## config.mk

```make
export PLATFORM = sky130hd
export DESIGN_NAME = axi4s_rr_arbiter
export DESIGN_NICKNAME = d
export VERILOG_FILES = /design/src/rtl/axi4s_rr_arbiter.sv
export SDC_FILE = /design/constraint.sdc
export NUM_CORES = 1
export LEC_CHECK = 0
export CORE_AREA = 5 5 92 94
export CTS_CLUSTER_DIAMETER = 80
export DETAILED_ROUTE_END_ITERATION = 7
export DIE_AREA = 0 0 97 99
export PLACE_DENSITY = 0.75
export SYNTH_ARGS = -nofsm -noshare
export SYNTH_HDL_FRONTEND = slang
export SYNTH_SLANG_ARGS = --single-unit
```

## constraint.sdc

```tcl
create_clock -name clk -period 4.53 [get_ports clk]
set_clock_uncertainty 0.05 [all_clocks]
set_input_delay 0.906 -clock clk [delete_from_list [all_inputs] [get_ports clk]]
set_output_delay 0.906 -clock clk [all_outputs]
set_load 0.02 [all_outputs]
```

## src/rtl/axi4s_rr_arbiter.sv

```systemverilog
// axi4s_rr_arbiter: N:1 AXI4-Stream arbiter, round-robin and packet-locked.
// The grant is taken in IDLE and held until the owner's tlast beat handshakes.
module axi4s_rr_arbiter #(
   parameter int NR_OF_SLAVES_P   = 4,
   parameter int AXI_DATA_WIDTH_P = 32,
   parameter int AXI_STRB_WIDTH_P = 4,
   parameter int AXI_KEEP_WIDTH_P = 4,
   parameter int AXI_ID_WIDTH_P   = 2,
   parameter int AXI_DEST_WIDTH_P = 2,
   parameter int AXI_USER_WIDTH_P = 1,
   localparam int GNT_WIDTH_P     = $clog2(NR_OF_SLAVES_P)
) (
   input  logic                                         clk,
   input  logic                                         rst,
   input  logic [NR_OF_SLAVES_P-1:0]                    s_tvalid,
   output logic [NR_OF_SLAVES_P-1:0]                    s_tready,
   input  logic [NR_OF_SLAVES_P*AXI_DATA_WIDTH_P-1:0]   s_tdata,
   input  logic [NR_OF_SLAVES_P*AXI_STRB_WIDTH_P-1:0]   s_tstrb,
   input  logic [NR_OF_SLAVES_P*AXI_KEEP_WIDTH_P-1:0]   s_tkeep,
   input  logic [NR_OF_SLAVES_P-1:0]                    s_tlast,
   input  logic [NR_OF_SLAVES_P*AXI_ID_WIDTH_P-1:0]     s_tid,
   input  logic [NR_OF_SLAVES_P*AXI_DEST_WIDTH_P-1:0]   s_tdest,
   input  logic [NR_OF_SLAVES_P*AXI_USER_WIDTH_P-1:0]   s_tuser,
   output logic                                         m_tvalid,
   input  logic                                         m_tready,
   output logic [AXI_DATA_WIDTH_P-1:0]                  m_tdata,
   output logic [AXI_STRB_WIDTH_P-1:0]                  m_tstrb,
   output logic [AXI_KEEP_WIDTH_P-1:0]                  m_tkeep,
   output logic                                         m_tlast,
   output logic [AXI_ID_WIDTH_P-1:0]                    m_tid,
   output logic [AXI_DEST_WIDTH_P-1:0]                  m_tdest,
   output logic [AXI_USER_WIDTH_P-1:0]                  m_tuser,
   output logic [GNT_WIDTH_P-1:0]                       m_gnt,
   output logic                                         m_busy
);

   typedef enum logic {
      IDLE,
      LOCKED
   } state_t;

   localparam logic [GNT_WIDTH_P-1:0] LAST_IDX =
      GNT_WIDTH_P'(NR_OF_SLAVES_P - 1);

   state_t                  state_q;
   state_t                  state_d;
   logic [GNT_WIDTH_P-1:0]  gnt_q;
   logic [GNT_WIDTH_P-1:0]  gnt_d;
   logic [GNT_WIDTH_P-1:0]  ptr_q;
   logic [GNT_WIDTH_P-1:0]  ptr_d;

   logic                    req_found;
   logic [GNT_WIDTH_P-1:0]  req_idx;
   logic [GNT_WIDTH_P-1:0]  cand;
   int                      idx;

   logic [AXI_DATA_WIDTH_P-1:0] data_a [NR_OF_SLAVES_P];
   logic [AXI_STRB_WIDTH_P-1:0] strb_a [NR_OF_SLAVES_P];
   logic [AXI_KEEP_WIDTH_P-1:0] keep_a [NR_OF_SLAVES_P];
   logic [AXI_ID_WIDTH_P-1:0]   id_a   [NR_OF_SLAVES_P];
   logic [AXI_DEST_WIDTH_P-1:0] dest_a [NR_OF_SLAVES_P];
   logic [AXI_USER_WIDTH_P-1:0] user_a [NR_OF_SLAVES_P];

   for (genvar i = 0; i < NR_OF_SLAVES_P; i++) begin : g_unpack
      assign data_a[i] = s_tdata[i*AXI_DATA_WIDTH_P +: AXI_DATA_WIDTH_P];
      assign strb_a[i] = s_tstrb[i*AXI_STRB_WIDTH_P +: AXI_STRB_WIDTH_P];
      assign keep_a[i] = s_tkeep[i*AXI_KEEP_WIDTH_P +: AXI_KEEP_WIDTH_P];
      assign id_a[i]   = s_tid[i*AXI_ID_WIDTH_P +: AXI_ID_WIDTH_P];
      assign dest_a[i] = s_tdest[i*AXI_DEST_WIDTH_P +: AXI_DEST_WIDTH_P];
      assign user_a[i] = s_tuser[i*AXI_USER_WIDTH_P +: AXI_USER_WIDTH_P];
   end

   // First requester at or after the pointer, wrapping; indices >= NR never appear.
   always_comb begin
      req_found = 1'b0;
      req_idx   = '0;
      cand      = '0;
      idx       = 0;
      for (int k = 0; k < NR_OF_SLAVES_P; k++) begin
         idx = int'(ptr_q) + k;
         if (idx >= NR_OF_SLAVES_P) begin
            idx = idx - NR_OF_SLAVES_P;
         end
         cand = GNT_WIDTH_P'(idx);
         if (!req_found && s_tvalid[cand]) begin
            req_found = 1'b1;
            req_idx   = cand;
         end
      end
   end

   always_ff @(posedge clk) begin
      if (rst) begin
         state_q <= IDLE;
         gnt_q   <= '0;
         ptr_q   <= '0;
      end else begin
         state_q <= state_d;
         gnt_q   <= gnt_d;
         ptr_q   <= ptr_d;
      end
   end

   always_comb begin
      state_d  = state_q;
      gnt_d    = gnt_q;
      ptr_d    = ptr_q;
      s_tready = '0;
      m_tvalid = 1'b0;
      m_busy   = 1'b0;
      m_tdata  = data_a[gnt_q];
      m_tstrb  = strb_a[gnt_q];
      m_tkeep  = keep_a[gnt_q];
      m_tlast  = s_tlast[gnt_q];
      m_tid    = id_a[gnt_q];
      m_tdest  = dest_a[gnt_q];
      m_tuser  = user_a[gnt_q];
      unique case (state_q)
         IDLE: begin
            if (req_found) begin
               gnt_d   = req_idx;
               state_d = LOCKED;
            end
         end
         LOCKED: begin
            m_busy          = 1'b1;
            m_tvalid        = s_tvalid[gnt_q];
            s_tready[gnt_q] = m_tready;
            if (m_tvalid && m_tready && m_tlast) begin
               state_d = IDLE;
               ptr_d   = (gnt_q == LAST_IDX) ? '0 : gnt_q + 1'b1;
            end
         end
      endcase
   end

   assign m_gnt = gnt_q;

endmodule

```

==> run_results.csv, run 1 <==
group,metric,value,unit
status,status,"finished, final reports clean",
timing,fin_crit_sh,79.9,%
synth,synth_nets,298,
power_and_ir_drop,p_int,0.411,mW
synth,yosys-top-cells-area,"mux4_2 (72%), dfxtp_1 (6.8%), ha_1 (3.4%)",
synth,synth-main-ff-cell,"dfxtp_1",
synth,synth_top_family_by_area,"multiplexers",
clock_tree,cts_buffers,3,
clock_tree,clk_pin_slew,0.04,ns
placement,numPortBuffers,244,
clock_tree,htreeDepth,1,
synth,yosys.area.top_type_share,71.9,%
timing,period_needed,3.62,ns
setup_path,cpPeakStageDelay,0.56,ns
synth,muxShareOfSynthArea,73.3,%
global_routing,grt_util_met1,20.1,%
global_routing,grt.total_usage,17.6,%
finish,fin_nets,538,
clock_tree,post_cts_buffers,0,
power_and_ir_drop,seqPwrFrac,10.2,%
global_routing,grt_pass1_vias,2324,
power_and_ir_drop,power_switching,0.186,mW
detailed_routing,drc,0,
setup_path,critPathMaxFanout,5,
synth,synth.distinct_cells,23,
placement,gp_congestion,0.886,
finish,layout-drive-gt1-share,16.1,%
flow_run,maxCapViolations,0,
placement,dp_hpwl,7.78,mm
setup_path,cp.arrival,2.67,ns
synth,synthAdderAreaFrac,3.40,%
detailed_routing,via_per_inst,4.67,
floorplanning,rows,32,
synth,synth.most_common_cell,"mux4_2",
finish,synthToLayoutAreaGrowth,176,%
synth,syn_avg_cell_area,14.3,µm²
global_routing,overflow,0,
clock_tree,cts_resized,0,
global_routing,antenna_found_initial,0,
global_routing,met3_usage,6.02,%
floorplanning,start_util,19.4,%
synth,synth-async-reset-ratio,0,%
setup_path,worstPathRequired,3.57,ns
timing,max_slew_margin,42.5,%
synth,ys_seq_area_share,6.80,%
detailed_routing,initialDrtViolationCount,49,
global_routing,grt_use_met2,32.1,%
synth,synthSimpleGateAreaFrac,8.25,%
timing,hold_viol,0,
global_routing,top_usage_layer,"met2",
setup_path,end_kind,"output pin",
floorplanning,die_area,9600,µm²
timing,setup_viol,0,
power_and_ir_drop,comb_power_share,76.0,%
clock_tree,cts_tree,"done",
timing,max_freq,276,MHz
finish,stdcell_count,444,
power_and_ir_drop,switching_share,31.1,%
clock_tree,root_buffer,"clkbuf_8",
power_and_ir_drop,vdd_drop_max,0.0907,mV
synth,synth-compound-area-share,3.49,%
finish,antenna_cells,0,
synth,syn_inst,103,
synth,synth.largest_area_cell,"mux4_2",
synth,synth_xor_area_share,0,%
timing,fin_setup_tns,0,ns
floorplanning,die-width,97,µm
detailed_routing,wl_per_cell,20.1,µm
clock_tree,insertion_delay,0.22,ns
timing,slew_viol_final,0,
clock_tree,cts_hold_buf,0,
synth,synth-edff-count,0,
synth,yosysWarningCount,0,
timing,rsz0062_at_grt,"false",
floorplanning,core_area,7570,µm²
floorplanning,die_h,99,µm
timing,tightest_slew,0.862,ns
detailed_routing,ant_nets,0,
setup_path,cpMostUsedCell,"clkdlybuf4s50_1",
global_routing,grt_pass1_wl,13.3,mm
placement,place_inst,440,
detailed_routing,wl,8.92,mm
power_and_ir_drop,p_leak,1.39,nW
detailed_routing,first_pass_iters,4,
setup_path,cp-start-kind,"input port",
clock_tree,clkSinkCount,5,
floorplanning,design.portCount,245,
setup_path,slowest_stage,"mux4_2",
setup_path,crit_type,"input port to output pin",
finish,fillers,646,
setup_path,crit_chain,"clkdlybuf4s50_1 -> mux4_2 -> and2_1 -> clkdlybuf4s50_1",
synth,synth_area,1470,µm²
global_routing,grt_max_degree,37,
synth,ys_top_cells_by_count,"mux4_2 (47), a21oi_1 (7), buf_2 (5), dfxtp_1 (5), nor2_1 (5)",
setup_path,rrSetupSlack,2.50,ns
detailed_routing,dr_total_vias,2073,
power_and_ir_drop,cellPowerDensity,147,nW/µm²
clock_tree,ctsLongestPathBuffers,2,
power_and_ir_drop,clkPwrFrac,13.8,%
synth,synth_seq_cells,5,
min_path,holdCritPathClass,"register to register",
power_and_ir_drop,finalPower,0.597,mW
==> flip-flops by register name (all words and copies together) (netlist names) <==
signal and cells:
m_gnt 2, state_q 1, ptr_q 2
==> power groups by stage <==
stage / registers (mW) / clock network, mW / logic (mW)
2_1_floorplan: 0.0531 / 0 / 0.186
3_3_place_gp: 0.0622 / 0 / 0.451
3_5_place_dp: 0.0624 / 0 / 0.457
4_1_cts: 0.0618 / 0.0844 / 0.459
5_1_grt: 0.0637 / 0.0898 / 0.478
6_report: 0.0610 / 0.0823 / 0.454
==> through the flow <==
step / util (%) / cell area [µm²] / hold slack (ns) / worst slack (ns)
after global routing: 53.7 / 4060 / 0.516 / 0.868
final: 53.7 / 4060 / 0.451 / 0.909
after global placement: 53.1 / 4020 / 0.438 / 0.961
after floorplan: - / 1470 / 0.403 / 1.81
after detailed placement: 53.1 / 4020 / 0.438 / 0.935
after CTS: 53.7 / 4060 / 0.446 / 0.923
==> cells in the final DEF, fill, tap and decap left out, types with 2 or more instances in the layout <==
master	count
clkdlybuf4s50_1	244
inv_1	3
dfxtp_1	3
mux2i_1	2
nor2_1	5
a21oi_1	7
and3_1	4
nand2_1	4
mux4_2	47
ha_1	4
nand2b_1	2
clkbuf_8	3
==> cell type report <==
cell class	instances	area (µm²)	share of cell area (%)
Sequential cell	5	105	2.59
Inverter	3	11.3	0.277
Multi-Input combinational cell	84	1300	32.0
Clock buffer	4	45.0	1.11
Timing Repair Buffer	246	2470	60.8
Tap cell	102	128	3.14
==> critical path, delay by kind of cell <==
family,cells,cell delay [ns]
muxes,1,0.56
and+or+nand+nor,1,0.19
buffers and inverters,2,1.01
==> per-layer routing <==
layer  share of wire [%]  routed length [µm]
met4                0.98                  87
met3                 8.8                 787
met1                  38                3350
met2                  53                4690
met5                   0                   0
==> final timing paths <==
path,start,endpoint,depth (start not counted)
worst min register to register,ptr_q[0],ptr_q[0],2
worst max-delay path,s_tvalid[3],m_tvalid,4
worst max register to register,m_gnt[1],ptr_q[0],4
worst min-delay path,ptr_q[0],ptr_q[0],2
==> cells by family after synthesis <==
| group | Yosys count |
|---|---|
| buffers and inverters | 14 |
| adder cells (fa/ha/maj) | 4 |
| multiplexers | 49 |
| flip-flops | 5 |
| AO/OA/AOI/OAI | 9 |
| AND/OR/NAND/NOR | 22 |
No activity file was read; power rests on OpenSTA's default activity.
==> run 2, diff against run 1 <==
- CORE_AREA: 5 5 92 94 -> 5 5 91 93
- DIE_AREA: 0 0 97 99 -> 0 0 96 98
- PLACE_DENSITY: 0.75 -> 0.76
- clock period: 4.53 -> 3.7 ns (I/O delays scaled with it)
==> run_results.csv, run 2 (synthesized netlist as in run 1, its figures left out) <==
group,metric,value,unit
clock_tree,htreeDepth,1,
timing,rsz0062_at_grt,"false",
setup_path,worstPathRequired,2.91,ns
detailed_routing,initialDrtViolationCount,46,
finish,final_cell_mix,"clkdlybuf4s50_1 (244), mux4_2 (47), a21oi_1 (7)",
clock_tree,ctsLongestPathBuffers,2,
detailed_routing,wl_per_cell,20.7,µm
clock_tree,root_buffer,"clkbuf_8",
status,status,"finished, final reports clean",
detailed_routing,drc,0,
detailed_routing,ant_nets,0,
min_path,whs_endpoint,"ptr_q[0]",
global_routing,grt.total_usage,19.0,%
placement,place_inst,442,
global_routing,grt_pass1_vias,2378,
detailed_routing,wl_met2,5.02,mm
timing,fin_setup_tns,0,ns
floorplanning,rows,32,
setup_path,timing.rr.start,"m_gnt[1]",
power_and_ir_drop,vdd_drop_max,0.0975,mV
detailed_routing,wl,9.25,mm
setup_path,r2r_end,"ptr_q[0]",
timing,period_needed,3.26,ns
timing,max_slew_margin,73.4,%
floorplanning,design.portCount,245,
setup_path,end_kind,"output pin",
power_and_ir_drop,p_leak,1.40,nW
clock_tree,post_cts_buffers,0,
min_path,hold_path_startpoint,"ptr_q[0]",
setup_path,reg2reg_depth,4,
setup_path,rrSetupSlack,2.09,ns
floorplanning,die-width,96,µm
power_and_ir_drop,cellPowerDensity,180,nW/µm²
floorplanning,start_util,19.8,%
floorplanning,die_area,9410,µm²
clock_tree,cts_hold_buf,0,
timing,whs,0.460,ns
clock_tree,cts_resized,0,
placement,dp_hpwl,8.27,mm
clock_tree,insertion_delay,0.22,ns
finish,stdcell_count,446,
clock_tree,clk_pin_slew,0.04,ns
floorplanning,core_area,7450,µm²
detailed_routing,via_per_inst,4.69,
setup_path,cp.arrival,2.47,ns
flow_run,maxCapViolations,0,
setup_path,critPathMaxFanout,5,
global_routing,overflow,0,
finish,final_common_cell,"clkdlybuf4s50_1",
min_path,min_path_cells,2,
global_routing,grt_max_degree,29,
finish,synthToLayoutAreaGrowth,177,%
detailed_routing,top_layer,"met4",
detailed_routing,wl_met1,3.21,mm
detailed_routing,first_pass_iters,3,
timing,tightest_slew,0.398,ns
timing,slew_viol_final,0,
global_routing,grt_pass1_wl,13.6,mm
placement,numPortBuffers,244,
detailed_routing,dr_total_vias,2090,
detailed_routing,dr_wl_met3,886,µm
timing,hold_viol,0,
clock_tree,cts_tree,"done",
setup_path,cp-start-kind,"input port",
finish,antenna_cells,0,
finish,fin_nets,540,
placement,gp_congestion,0.792,
global_routing,antenna_found_initial,0,
timing,fin_crit_sh,88.1,%
min_path,holdCritPathClass,"register to register",
clock_tree,cts_buffers,3,
finish,layout-drive-gt1-share,16.6,%
setup_path,crit_type,"input port to output pin",
floorplanning,die_h,98,µm
timing,max_freq,307,MHz
clock_tree,clkSinkCount,5,
timing,setup_viol,0,
-- run 2: changes by cell type in the layout (fill, tap and decap cells not counted) --
cell / change
buf_4: +2
-- run 2: cell type report --
type / count / area (µm²)
clock buffer: 4 / 45.0
sequential: 5 / 105
tap: 102 / 128
fill: 674 / 3370
inverter: 3 / 11.3
timing repair buffer: 248 / 2480
multi-input combinational: 84 / 1300
-- run 2: how the worst max path moves through the flow --
stage,startpoint,to,slack (ns),cells after the start
global route,s_tvalid[0],m_tvalid,0.36,4
floorplan,m_gnt[0],m_tdata[10],1.15,4
finish,s_tvalid[3],m_tvalid,0.44,4
global placement,s_tvalid[0],m_tvalid,0.46,4
CTS,s_tvalid[3],m_tvalid,0.43,4
detailed placement,s_tvalid[0],m_tvalid,0.43,4
-- run 2: stage by stage --
step / area (µm²) / power, mW / setup WS [ns] / util (%)
floorplan: 1470 / 0.293 / 1.15 / -
global placement: 4030 / 0.630 / 0.460 / 54.1
detailed placement: 4030 / 0.638 / 0.432 / 54.1
CTS: 4080 / 0.746 / 0.432 / 54.7
global route: 4080 / 0.773 / 0.364 / 54.7
finish: 4080 / 0.734 / 0.440 / 54.7
-- run 2: routing by layer --
layer	up-vias	track usage, %
li1	949	-
met1	1026	19.8
met2	107	36.6
met5	-	0
met3	8	5.24
met4	0	4.16
-- run 2: worst max-delay path: stages --
cell and delay (ns):
clkdlybuf4s50_1 0.48, mux4_2 0.54, and2_1 0.18, clkdlybuf4s50_1 0.54
-- run 2: power by group --
| group | leakage [nW] | switching, mW | internal (mW) | total [mW] |
|---|---|---|---|---|
| Sequential | 0.0421 | 0.0115 | 0.0574 | 0.0689 |
| Combinational | 1.34 | 0.190 | 0.374 | 0.563 |
| Clock | 0.0228 | 0.0278 | 0.0740 | 0.102 |
| Total | 1.40 | 0.229 | 0.505 | 0.734 |
